===== src/rtl/chan_512_snap_capture.sv =====
// chan_512_snap_capture
//   Snapshot capture engine driven by the startBuffer software register word.
//   A rising edge on start (bit 0) arms the engine; with sync_en (bit 1) set it
//   waits for the channelizer frame sync, otherwise it starts on the next cycle.
//   It then writes L valid samples into the snapshot BRAM at addresses 0..L-1,
//   where L is len (bits [4+ADDR_W-1:4]), or 2^ADDR_W when len is 0.
//   abort (bit 2) is level-sensitive and returns the engine to IDLE.
//
// Ports
//   user_clk, user_rst_n : clock, asynchronous active-low reset
//   start_word           : startBuffer register value (user_clk domain)
//   sync_in              : one-cycle frame-sync pulse
//   din, din_valid       : channel sample stream
//   bram_addr/din/we     : registered snapshot BRAM write port
//   busy                 : ARMED or CAPTURE
//   done                 : capture finished
//   wr_count             : samples written in the current/last capture
module chan_512_snap_capture #(
  parameter int ADDR_W = 10,
  parameter int DATA_W = 32
) (
  input  logic              user_clk,
  input  logic              user_rst_n,
  input  logic [31:0]       start_word,
  input  logic              sync_in,
  input  logic [DATA_W-1:0] din,
  input  logic              din_valid,
  output logic [ADDR_W-1:0] bram_addr,
  output logic [DATA_W-1:0] bram_din,
  output logic              bram_we,
  output logic              busy,
  output logic              done,
  output logic [ADDR_W:0]   wr_count
);

  typedef enum logic [1:0] {
    IDLE    = 2'd0,
    ARMED   = 2'd1,
    CAPTURE = 2'd2,
    DONE    = 2'd3
  } state_t;

  state_t state, state_nxt;

  logic              start_d;
  logic              sync_en_q;
  logic              sync_seen;
  logic [ADDR_W:0]   len_q;

  logic              start_bit;
  logic              sync_en_in;
  logic              abort;
  logic [ADDR_W-1:0] len_in;
  logic [ADDR_W:0]   len_full;
  logic              start_edge;
  logic              last;
  logic              accept;
  logic              arm;
  logic              unused_start_bits;

  assign start_bit  = start_word[0];
  assign sync_en_in = start_word[1];
  assign abort      = start_word[2];
  assign len_in     = start_word[4+ADDR_W-1:4];
  assign unused_start_bits = start_word[3];

  assign start_edge = start_bit & ~start_d;

  // len == 0 encodes the full BRAM depth
  always_comb begin
    len_full = {1'b0, len_in};
    if (len_in == '0) len_full = {1'b1, {ADDR_W{1'b0}}};
  end

  // The sample being accepted now is the final one of the capture
  assign last = (wr_count == len_q - 1'b1);

  always_ff @(posedge user_clk or negedge user_rst_n) begin
    if (!user_rst_n) state <= IDLE;
    else             state <= state_nxt;
  end

  always_comb begin
    state_nxt = state;
    accept    = 1'b0;
    arm       = 1'b0;
    if (abort) begin
      state_nxt = IDLE;
    end else begin
      unique case (state)
        IDLE, DONE: begin
          if (start_edge) begin
            arm       = 1'b1;
            state_nxt = ARMED;
          end
        end
        ARMED: begin
          if (!sync_en_q) begin
            state_nxt = CAPTURE;
          end else if (sync_in || sync_seen) begin
            // sample coincident with the sync is the first one captured
            accept    = din_valid;
            state_nxt = CAPTURE;
          end
          if (accept && last) state_nxt = DONE;
        end
        CAPTURE: begin
          accept = din_valid;
          if (accept && last) state_nxt = DONE;
        end
        default: state_nxt = IDLE;
      endcase
    end
  end

  always_ff @(posedge user_clk or negedge user_rst_n) begin
    if (!user_rst_n) begin
      start_d   <= 1'b0;
      sync_en_q <= 1'b0;
      sync_seen <= 1'b0;
      len_q     <= '0;
      wr_count  <= '0;
      bram_addr <= '0;
      bram_din  <= '0;
      bram_we   <= 1'b0;
    end else begin
      start_d <= start_bit;
      bram_we <= accept;
      if (accept) begin
        bram_addr <= wr_count[ADDR_W-1:0];
        bram_din  <= din;
        wr_count  <= wr_count + 1'b1;
      end
      if (state == ARMED && !abort && sync_in) sync_seen <= 1'b1;
      if (arm) begin
        len_q     <= len_full;
        sync_en_q <= sync_en_in;
        wr_count  <= '0;
        sync_seen <= 1'b0;
      end
    end
  end

  assign busy = (state == ARMED) || (state == CAPTURE);
  assign done = (state == DONE);

endmodule


===== config.mk =====
export PLATFORM = sky130hd
export DESIGN_NAME = chan_512_snap_capture
export DESIGN_NICKNAME = d
export VERILOG_FILES = /design/src/rtl/chan_512_snap_capture.sv
export SDC_FILE = /design/constraint.sdc
export NUM_CORES = 1
export LEC_CHECK = 0
export BUFFER_PORTS_ARGS = -buffer_cell sky130_fd_sc_hd__buf_4
export CORE_ASPECT_RATIO = 1.5
export CORE_MARGIN = 2
export CORE_UTILIZATION = 49
export DETAILED_ROUTE_END_ITERATION = 10
export PLACE_DENSITY = 0.8
export SLEW_MARGIN = 20
export SYNTH_ARGS = -nofsm -noshare
export SYNTH_HDL_FRONTEND = slang
export SYNTH_SLANG_ARGS = --single-unit

===== constraint.sdc =====
create_clock -name user_clk -period 3.3 [get_ports user_clk]
set_input_delay 0.33 -clock user_clk [delete_from_list [all_inputs] [get_ports user_clk]]
set_output_delay 0.33 -clock user_clk [all_outputs]
set_load 0.005 [all_outputs]

==> metrics, run 1 <==
worst skew pair latency=between 300 and 400 ps; arrival time at the worst endpoint=~2700 ps; Detailed Route Iter0 Violations=91; Filler Cell Count=555; total detailed-routing wirelength=7810 um; area grow syn2layout=31.2%; library cell occupying the most area in the post-synthesis netlist=sky130_fd_sc_hd__dfrtp_1; Post-Syn Area=3250 um^2; total global-route track usage=0.224; combined flip-flop and latch cell area=around 1800 um^2; TritonCTS clock tree=built; number of flip-flops and latches in the synthesized netlist=70; Port Buf Inserts=around 100; number of antenna-violating nets in the routed design=0; ratio of total power to cell area=669 nW/um^2; Die Y=around 100 um; Max transition margin=0.430; post-layout min period=2480 ps; number of post-CTS setup repair buffers=0; share of the clock period used by the worst path=0.752; RSZ-0062 raised after global routing=no; clock slew at reported path FFs=70 ps; final weighted congestion of routability-driven global placement=0.868; number of clock sinks=70; Switch Pwr=roughly 0.00095 W; count of cell types in the netlist=44; maximum net fanout on the critical path=4; initial core utilization=0.504; CP Launch Point=len_q[0]; CTS Buf Count=9; slew at the pin closest to its max-slew limit=roughly 850 ps; kind of critical path=reg2reg; I/O pin count=~120; # rows=36; vias in the first global route=roughly 2,800; detailed-route wire length per cell=between 10 and 15 um; maximum clock frequency=slightly above 400 MHz; total congestion overflow after global routing=0; post-synthesis sequential area ratio=0.539; HPWL after detailed placement=between 5000 and 6000 um; count of flip-flops with a built-in enable after synthesis=0; initial antenna violation count=0; type of element launching the critical path=register; H-tree Lvls=3; via total after detailed routing=between 2,000 and 3,000; kind of end point of the critical path=register; share of final-layout standard cells stronger than drive strength 1=0.299; overall die area=roughly 7300 um^2; count leader, synth=sky130_fd_sc_hd__nand2_1; dominant synthesized flop cell=sky130_fd_sc_hd__dfrtp_1; Leak Pwr=roughly 2.3 nW; worst voltage drop across the vdd grid=between 0.4 and 0.5 mV; proportion of power drawn by the clock network=0.213; horizontal die dimension=70.5 um; vias per cell=roughly 5.2; Synth area leaders=sky130_fd_sc_hd__dfrtp_1 (54%), sky130_fd_sc_hd__nand2_1 (16%), sky130_fd_sc_hd__xnor2_1 (2.7%), sky130_fd_sc_hd__mux2_2 (2.4%), sky130_fd_sc_hd__nor2_1 (2.3%); Post-CTS Resized=0; Setup Viol. Count Final=0; Yosys warning total=0; clock tree buffer depth=2; combinational share of power=0.337; CTS Root Cell=sky130_fd_sc_hd__clkbuf_8; Fin. Hold Viols=0; cell internal power dissipation=0.00190 W; endpoint required time on the critical path=approximately 3500 ps; Mean Syn Cell Area=approximately 9 um^2; area post-placement=approximately 4100 um^2; number of max-slew violations in the final report=0; pin count of the biggest net entering global routing=71; fraction of post-synthesis cell area in the top cell type by area=0.539; Non-Filler Cell Area, Final=4260 um^2; gate count of the mapped netlist=~360; proportion of synthesized flip-flops having asynchronous set or reset=1.00; sw frac=0.335; top cells by instance count after synthesis=sky130_fd_sc_hd__nand2_1 (135), sky130_fd_sc_hd__dfrtp_1 (70), sky130_fd_sc_hd__nor2_1 (20); first-pass detailed-route iteration total=4; result of the run=finished, final reports clean; r2r startpoint=len_q[0]; Tightest Hold Check Type=in2async; global-route wire length before repair=between 10,000 and 15,000 um; syn_nets=428; multi-input gate area in the final layout=1400 um^2; nets=between 500 and 600; residual DRC count=0; maximum clock skew at final layout=slightly below 9 ps; # hold bufs at CTS=0; number of max-capacitance violations reported=0; number of inserted diodes=0; Fin Setup TNS=0 ps; Reg power frac=0.450; floorplan core area=approximately 6400 um^2
-- sequential cells by signal, indices dropped and copies added, names as in the netlist --
name	flops
wr_count	11
bram_addr	10
bram_din	32
start_d	1
sync_en_q	1
bram_we	1
sync_seen	1
len_q	11
state	2
-- logic make-up (layout without fill, tap and decap cells) --
logic type      Yosys count  in the layout  share of synthesized area
compound gates           37             37                     0.0820
flops                    70             70                      0.539
simple gates            190            190                      0.252
mux                       8              8                     0.0277
buf+inv                  27            134                     0.0312
fa+ha+maj                 5              5                     0.0193
xor+xnor                 18             18                     0.0485
-- worst max-delay path: stages (launching register included) --
cell and delay, ps:
sky130_fd_sc_hd__dfrtp_1 410, sky130_fd_sc_hd__inv_1 90, sky130_fd_sc_hd__ha_1 180, sky130_fd_sc_hd__or3b_4 410
sky130_fd_sc_hd__nor4_2 260, sky130_fd_sc_hd__xnor2_1 140, sky130_fd_sc_hd__a2111oi_4 410, sky130_fd_sc_hd__a31oi_1 160
sky130_fd_sc_hd__mux2_1 320
-- final cells by class --
type	count	area share
clock buffers	14	0.0381
clock inverters	1	0.00117
inverters	12	0.0106
multi-input cells	258	0.329
flip-flops and latches	70	0.411
well taps	76	0.0223
repair buffers	107	0.188
-- power groups by stage --
| stage | clock (W) | sequential (W) | combinational (W) |
|---|---|---|---|
| 2_1_floorplan | 0 | 0.00127 | 0.000551 |
| 3_3_place_gp | 0 | 0.00129 | 0.000927 |
| 3_5_place_dp | 0 | 0.00129 | 0.000965 |
| 4_1_cts | 0.000626 | 0.00128 | 0.000971 |
| 5_1_grt | 0.000667 | 0.00132 | 0.00107 |
| 6_report | 0.000606 | 0.00128 | 0.000961 |
-- final timing paths --
path	slack (ps)	cells after the start	to
worst max-delay path	820	8	state[1]
worst min-delay path	90	1	bram_din[3]
worst max register to register	820	8	state[1]
worst min register to register	480	2	bram_din[9]
max in group asynchronous	2650	1	state[0]
min in group user_clk	100	1	start_d
-- metrics by stage --
stage / worst slack, ps / util / total power, W / instances / hold WS, ps
CTS: 801 / 0.662 / 0.00288 / 538 / 82.4
detailed placement: 814 / 0.636 / 0.00226 / 523 / 454
global route: 683 / 0.662 / 0.00305 / 538 / 71.9
finish: 819 / 0.662 / 0.00285 / 538 / 94.5
floorplan: 992 / - / 0.00182 / 355 / 34.4
global placement: 857 / 0.636 / 0.00222 / 523 / 452
-- routing by layer --
layer / vias up / global-route usage / wire (um)
met4: 0 / 0.121 / 291
li1: 1362 / - / -
met3: 24 / 0.0973 / 601
met5: - / 0 / 0
met1: 1338 / 0.242 / 3040
met2: 92 / 0.365 / 3870
-- layout by cell type (no fill, tap or decap), types with 5 or more instances in the layout --
| master | netlist | final |
|---|---|---|
| sky130_fd_sc_hd__buf_4 | 0 | 107 |
| sky130_fd_sc_hd__xnor2_1 | 10 | 10 |
| sky130_fd_sc_hd__nand2_1 | 135 | 135 |
| sky130_fd_sc_hd__clkbuf_8 | 0 | 11 |
| sky130_fd_sc_hd__nor2_1 | 20 | 20 |
| sky130_fd_sc_hd__nor4_1 | 5 | 5 |
| sky130_fd_sc_hd__xor2_1 | 8 | 8 |
| sky130_fd_sc_hd__ha_1 | 5 | 5 |
| sky130_fd_sc_hd__o21ai_0 | 9 | 9 |
| sky130_fd_sc_hd__mux2_2 | 7 | 7 |
| sky130_fd_sc_hd__a21oi_1 | 8 | 8 |
| sky130_fd_sc_hd__dfrtp_1 | 70 | 70 |
| sky130_fd_sc_hd__inv_1 | 12 | 12 |
No activity file was read; power rests on OpenSTA's default activity.
==> run 2, diff against run 1 <==
- clock period: 3.3 -> 2.4 ns (I/O delays scaled with it)
==> run 2 against run 1 <==
  * The flow now finishes with violations (hold timing)
  * Clock-buffer cell count is 1 lower
  * Via count is 2.7% higher
  * Register-to-register slack worse by 700 ps
  * Sequential power is 35% higher
  * Fmax is 9.0% higher
  * Critical path type unchanged
==> metrics, run 2 (synthesized netlist as in run 1, its figures left out) <==
result of the run=complete, but fails checks; violations in the final reports=hold timing; Leak Pwr=2.36 nW (+4.5%); pin count of the biggest net entering global routing=71 (unchanged); multi-input gate area in the final layout=1460 um^2 (+4.5%); overall die area=7310 um^2 (unchanged); via total after detailed routing=2,892 (+2.7%); CTS Root Cell=sky130_fd_sc_hd__clkbuf_8; # hold bufs at CTS=0 (unchanged); horizontal die dimension=70.5 um (unchanged); maximum net fanout on the critical path=3 (-1); crit-path cells=inv_2 > ha_4 > or3b_4 > buf_6 > nor2_4 > a32oi_2 > a2111oi_4 > buf_4 > a211oi_2 > nor4_1; floorplan core area=6440 um^2 (unchanged); slew at the pin closest to its max-slew limit=852 ps (+1.70 ps); worst voltage drop across the vdd grid=0.577 mV (+30%); total congestion overflow after global routing=0 (unchanged); kind of critical path=reg2reg; delay contributed by the slowest stage of the critical path=410 ps (about the same); residual DRC count=0 (unchanged); # rows=36 (unchanged); I/O pin count=124 (unchanged); biggest registers after layout=bram_din x32, len_q x11, wr_count x11; number of clock sinks=70 (unchanged); combinational share of power=0.386 (+0.049); detailed-route wire length per cell=14.4 um (-1.1%); ratio of total power to cell area=943 nW/um^2 (+41%); clock tree buffer depth=2 (unchanged); post-layout min period=2280 ps (-204 ps); maximum clock frequency=439 MHz (+9.0%); maximum clock skew at final layout=6.63 ps (-2.20 ps); share of the clock period used by the worst path=0.949 (+0.197); Reg power frac=0.411 (-0.039); number of max-capacitance violations reported=0 (unchanged); CP max-delay cell=sky130_fd_sc_hd__dfrtp_1; worst-case hold slack=-7.95 ps (-102 ps); Setup Viol. Count Final=0 (unchanged); number of antenna-violating nets in the routed design=0 (unchanged); most used cells in the layout excluding fill and tap cells=sky130_fd_sc_hd__nand2_1 (135), sky130_fd_sc_hd__buf_4 (122), sky130_fd_sc_hd__dfrtp_1 (70); Port Buf Inserts=104 (unchanged); TritonCTS clock tree=built; global-route wire length before repair=13,000 um (+0.86%); number of inserted diodes=0 (unchanged); Fin Setup TNS=0 ps (unchanged); sw frac=0.336 (+0.00120); total detailed-routing wirelength=7940 um (+1.6%); Max transition margin=0.432 (+0.00195); CTS Buf Count=9 (unchanged); number of flip-flops in the largest register=32 (unchanged); cell internal power dissipation=0.00279 W (+47%); Detailed Route Iter0 Violations=82 (-9.9%); most frequent standard cell in the layout excluding fill and tap cells=sky130_fd_sc_hd__nand2_1; type of element launching the critical path=register; final weighted congestion of routability-driven global placement=0.787 (-9.4%); vias in the first global route=2,835 (+0.071%); first-pass detailed-route iteration total=4 (unchanged); initial antenna violation count=0 (unchanged); Filler Cell Count=495 (-11%); endpoint required time on the critical path=2650 ps (-880 ps); combined flip-flop and latch cell area=1750 um^2 (unchanged); nets=547 (+3.0%); H-tree Lvls=3 (unchanged); register name with the most flops=bram_din; Die Y=104 um (unchanged); vias per cell=5.23 (about the same); Switch Pwr=0.00141 W (+48%); HPWL after detailed placement=5620 um (+0.93%); RSZ-0062 raised after global routing=yes; number of max-slew violations in the final report=0 (unchanged); total global-route track usage=0.226 (+0.00217); worst skew pair latency=340 ps (about the same); Fin. Hold Viols=3 (+3); proportion of power drawn by the clock network=0.203 (-0.010); arrival time at the worst endpoint=2520 ps (-200 ps); Tightest Hold Check Type=in2async; area grow syn2layout=37.2%; kind of end point of the critical path=register; initial core utilization=0.504 (unchanged); clock slew at reported path FFs=70 ps (about the same); share of final-layout standard cells stronger than drive strength 1=0.346 (+0.0472)
-- run 2: cell count changes in the layout (fill, tap and decap cells not counted), moves of 2 or more --
cell	delta
sky130_fd_sc_hd__a211oi_2	+2
sky130_fd_sc_hd__buf_4	+15
sky130_fd_sc_hd__inv_2	+2
sky130_fd_sc_hd__inv_1	-2
sky130_fd_sc_hd__clkbuf_1	-2
sky130_fd_sc_hd__a211oi_1	-2
-- run 2: per-stage QoR --
stage          instances  instance area, um^2  utilization  worst slack (ps)  total power, W
3_3_place_gp         535                 4190        0.650              65.6         0.00314
4_1_cts              551                 4390        0.682            0.0495         0.00412
5_1_grt              553                 4460        0.692             -16.4         0.00449
3_5_place_dp         535                 4190        0.650             -6.24         0.00321
6_report             553                 4460        0.692               123         0.00420
2_1_floorplan        355                 3250            -              92.0         0.00250
-- run 2: what timing repair did --
item                                    in CTS  in global routing
pin swaps                                    4                  7
endpoints found under the setup margin       1                  3
setup buffers                                2                  2
resized for setup                            2                 12
-- run 2: per-layer routing --
layer | vias to the layer above | track usage | part of all wire | wire length, um
met5 | - | 0 | 0 | 0
met4 | 0 | 0.109 | 0.035 | 280
met3 | 22 | 0.0720 | 0.066 | 520
met2 | 89 | 0.381 | 0.53 | 4180
met1 | 1377 | 0.256 | 0.37 | 2960
li1 | 1404 | - | - | -
-- run 2: path summary, 6_finish.rpt --
| kind | from | end | slack, ps | depth (start not counted) |
|---|---|---|---|---|
| worst min-delay path | user_rst_n | bram_din[2] | -8 | 1 |
| worst max register to register | len_q[1] | state[0] | 120 | 10 |
| min in group user_clk | start_word[0] | start_d | 10 | 1 |
| worst max-delay path | len_q[1] | state[0] | 120 | 10 |
| max in group asynchronous | user_rst_n | bram_addr[3] | 1840 | 1 |
| worst min register to register | bram_din[10] | bram_din[10] | 480 | 2 |
-- run 2: power groups by stage --
stage               Combinational, W  Clock (W)  Sequential [W]
floorplan                   0.000758          0         0.00174
global placement             0.00142          0         0.00172
detailed placement           0.00147          0         0.00174
CTS                          0.00153   0.000871         0.00172
global route                 0.00180   0.000927         0.00177
finish                       0.00162   0.000852         0.00173
-- run 2: layout make-up --
cell class	count	share of cell area
clock buffer	13	0.0379
clock inverter	1	0.00112
inverter	12	0.0101
multi-input combinational	258	0.328
sequential	70	0.393
tap	76	0.0213
timing repair buffer	123	0.208
-- run 2: critical path: cells and delay by family (launching register included) --
family	cells	cell delay (ps)
AOI/OAI and AO/OA	3	470
adders and majority gates	1	140
buffers and inverters	3	420
DFF	1	410
and+or+nand+nor	3	750
